## src/rtl/shift_arbiter.sv

```systemverilog
// Two-requester round-robin front end for one shared barrel shifter.
// Left shifts reuse the right shifter by reversing the operand before and after.
module shift_arbiter #(
    parameter int N = 8,
    parameter int S = $clog2(N)
) (
    input  logic         clk,
    input  logic         rst_n,

    input  logic         req0_valid,
    output logic         req0_ready,
    input  logic [N-1:0] req0_data,
    input  logic [S-1:0] req0_amt,
    input  logic         req0_left,

    input  logic         req1_valid,
    output logic         req1_ready,
    input  logic [N-1:0] req1_data,
    input  logic [S-1:0] req1_amt,
    input  logic         req1_left,

    output logic         out_valid,
    input  logic         out_ready,
    output logic [N-1:0] out_data,
    output logic         out_src
);

    // Handshake: a transfer happens on a rising edge where valid and ready are
    // both high; ready never waits on a clock, and out_* change only on edges.

    logic         out_valid_q, out_valid_d;
    logic [N-1:0] out_data_q,  out_data_d;
    logic         out_src_q,   out_src_d;
    logic         last_grant_q, last_grant_d;

    logic         can_accept;
    logic         grant;
    logic         accept;
    logic [N-1:0] sel_data;
    logic [S-1:0] sel_amt;
    logic         sel_left;
    logic [N-1:0] a_hat;
    logic [N-1:0] shifted;
    logic [N-1:0] result;

    function automatic logic [N-1:0] reverse_bits(input logic [N-1:0] v);
        logic [N-1:0] r;
        for (int i = 0; i < N; i++) begin
            r[i] = v[N-1-i];
        end
        return r;
    endfunction

    // The slot is free when empty or when its current result leaves this cycle.
    assign can_accept = !out_valid_q || out_ready;

    always_comb begin
        grant = 1'b0;
        if (req0_valid && req1_valid) begin
            grant = !last_grant_q;
        end else if (req1_valid) begin
            grant = 1'b1;
        end
    end

    assign req0_ready = can_accept && req0_valid && (grant == 1'b0);
    assign req1_ready = can_accept && req1_valid && (grant == 1'b1);
    assign accept     = req0_ready || req1_ready;

    assign sel_data = grant ? req1_data : req0_data;
    assign sel_amt  = grant ? req1_amt  : req0_amt;
    assign sel_left = grant ? req1_left : req0_left;

    assign a_hat   = sel_left ? reverse_bits(sel_data) : sel_data;
    assign shifted = a_hat >> sel_amt;
    assign result  = sel_left ? reverse_bits(shifted) : shifted;

    always_comb begin
        out_valid_d  = out_valid_q;
        out_data_d   = out_data_q;
        out_src_d    = out_src_q;
        last_grant_d = last_grant_q;
        if (accept) begin
            out_valid_d  = 1'b1;
            out_data_d   = result;
            out_src_d    = grant;
            last_grant_d = grant;
        end else if (out_ready) begin
            out_valid_d  = 1'b0;
        end
    end

    always_ff @(posedge clk or negedge rst_n) begin
        if (!rst_n) begin
            out_valid_q  <= 1'b0;
            out_data_q   <= '0;
            out_src_q    <= 1'b0;
            last_grant_q <= 1'b1;
        end else begin
            out_valid_q  <= out_valid_d;
            out_data_q   <= out_data_d;
            out_src_q    <= out_src_d;
            last_grant_q <= last_grant_d;
        end
    end

    assign out_valid = out_valid_q;
    assign out_data  = out_data_q;
    assign out_src   = out_src_q;

endmodule

```

## config.mk

```make
export PLATFORM = sky130hd
export DESIGN_NAME = shift_arbiter
export DESIGN_NICKNAME = d
export VERILOG_FILES = /design/src/rtl/shift_arbiter.sv
export SDC_FILE = /design/constraint.sdc
export NUM_CORES = 1
export LEC_CHECK = 0
export ABC_AREA = 1
export CELL_PAD_IN_SITES_DETAIL_PLACEMENT = 1
export CELL_PAD_IN_SITES_GLOBAL_PLACEMENT = 1
export CORE_MARGIN = 2
export CORE_UTILIZATION = 30
export DETAILED_ROUTE_END_ITERATION = 8
export GPL_ROUTABILITY_DRIVEN = 0
export MAX_ROUTING_LAYER = met4
export PLACE_DENSITY = 0.87
export SLEW_MARGIN = 10
export SYNTH_ARGS = -nofsm -noshare
export SYNTH_HDL_FRONTEND = slang
export SYNTH_SLANG_ARGS = --single-unit
```

## constraint.sdc

```tcl
create_clock -name clk -period 2.2 [get_ports clk]
set_input_delay 0.33 -clock clk [delete_from_list [all_inputs] [get_ports clk]]
set_output_delay 0.33 -clock clk [all_outputs]
set_load 0.01 [all_outputs]
```

==> metrics <==
Avg Cell Area, Syn=6.42 µm²; Max H-tree Level=1; worst skew pair latency=0.23 ns; pwr dens=655 nW/µm²; post-route insts no fill=277; Cells after DPL=273; multi-input logic area=742 µm²; Static Leak=0.845 nW; minimum clock period after layout=2.13 ns; Final nets=259; DP Wirelength=2.65 mm; worst slew pin tran=0.484 ns; clk buf depth=2; first drt pass iteration count=4; DR iter-0 viols=31; standard-cell rows=22; Vias per Instance=4.76; Die Span X=65.9 µm; proportion of layout cells with a drive suffix above 1=18.3%; setup ws final=0.0663 ns; Post-DRT Antenna Nets=0; Synth Warn #=0; pin count of the biggest net entering global routing=17; metal2 WL=1.56 mm; Slew headroom=67.6%; Post-CTS Setup Bufs=0; Ports=41; Max Cap Viol=0; Fmax=469 MHz; Placement Setup Slack=-0.0427 ns; top layer in use=met4; crit-path max FO=11; area grow syn2layout=48.2%; Netlist Area Pre-Place=1150 µm²; Yosys reg bits=11; Synth cell types=20; routed metal-1 wire length=1.41 mm; final setup fails=0; Tcrit/Tclk final=97.0%; core area=3660 µm²; endpoints failing hold=0; Req. time, crit path=1.87 ns; WL met3=120 µm; Initial Util=31.4%; unrepaired setup endpoints after global routing=no; syn nets=208; CTS tree=built; CTS buffer count=3; overall routing resource usage=16.4%; FILL cells=497; GRT Residual Overflow=0; initial antenna violation count=0; routed wire length=3.11 mm; residual DRC count=0; Crit Path Class=primary input to output port; final core occ=46.5%; Sink Count=11; TNS Setup=0 ns; routed wire length per instance=11.2 µm; total area of sequential cells=277 µm²; Worst setup EP type=output port; outcome=completed; type of origin of the critical path=primary input; Clock Tree Root=clkbuf_8; most frequent cells in the layout=nand2_1 (53), nand3_1 (48), clkdlybuf4s50_1 (39), inv_1 (19), nand2_2 (14); worst vdd ir=0.000290 V; register area share after synthesis=24.0%; Final Max Tran Viols=0; Die Area=4340 µm²; Cells after Synth=179; first-pass GRT wire length=5.54 mm; Critical Path AT=1.80 ns; commonest non-fill, non-tap cell in the layout=nand2_1; clk_skew=0.00350 ns; hold_buf cts=0; Vias=1319; # port buffers=40; vias in the first global route=1352; antenna cells=0; HP Class=primary input to asynchronous set/reset pin; die outline height=65.9 µm; Clock Pin Slew Worst Setup and Hold Paths=0.05 ns
## final cells by class
cell class	count	area share [%]
clock buffer	4	2.64
multi-input combinational	142	43.5
tap	48	3.52
inverter	20	4.41
timing repair buffer	52	29.7
sequential	11	16.2
## cell usage after synthesis
cell      count  area (µm²)
nor2_1        3        11.3
o21ai_0       2        10.0
nand3_2       3        30.0
nand2_8       1        20.0
dfrtp_1      10         250
nand2_1      53         199
nand3b_1      5        37.5
a21oi_1       7        35.0
o21ai_2       2        17.5
inv_1        19        71.3
nand2_4       3        33.8
buf_2         2        10.0
nand2_2      14        87.6
buf_6         2        22.5
dfstp_2       1        26.3
buf_4         1        7.51
o21ai_4       1        16.3
buf_12        1        20.0
nand3_1      48         240
inv_2         1        3.75
## kinds of logic after synthesis
family / after synthesis / synth area share (%)
AO/OA/AOI/OAI: 12 / 6.86
buffers and inverters: 26 / 11.8
flip-flops: 11 / 24.0
AND/OR/NAND/NOR: 130 / 57.3
## through the flow
stage          power (W)  hold slack, ns  instance area [µm²]
2_1_floorplan   0.000657          0.0344                 1150
3_3_place_gp    0.000913           0.465                 1650
3_5_place_dp    0.000926           0.465                 1650
4_1_cts          0.00113           0.445                 1700
5_1_grt          0.00122           0.474                 1700
6_report         0.00112           0.427                 1700
## worst paths after layout
path	start	slack (ns)	depth (start not counted)	endpoint
min reg2reg	out_data[4]	0.47	2	out_data[4]
max in group asynchronous	rst_n	1.42	1	last_grant_q
min in group clk	out_data[4]	0.47	2	out_data[4]
min	rst_n	0.43	1	out_data[5]
max	req0_valid	0.07	5	req1_ready
max reg2reg	last_grant_q	0.40	12	out_data[0]
## registers in the layout (all words and copies together), names as in the netlist
register and flops:
last_grant_q 1, out_src 1, out_valid 1, out_data 8
## repair_timing
action,in CTS,in global routing
hold endpoints to repair,0,0
setup endpoints to repair,0,2
gates resized for setup,0,2
## power breakdown
part / internal [W] / leakage [nW] / total [W] / switching [W]
clock network: 0.000127 / 0.0228 / 0.000197 / 0.0000706
logic: 0.000298 / 0.691 / 0.000617 / 0.000319
registers: 0.000268 / 0.132 / 0.000301 / 0.0000337
total: 0.000692 / 0.845 / 0.00112 / 0.000424
## critical path: stages
cell and delay [ns]:
clkdlybuf4s50_1 0.47, nand2_4 0.18, nand2_8 0.11, nor2_1 0.15, clkdlybuf4s50_1 0.56
## metal layers
layer	global-route usage, %	vias up
met5	-	-
met4	2.86	0
met3	3.24	2
met2	28.7	33
met1	19.7	601
li1	-	683
Note: power is estimated with default switching activity, not from simulation.
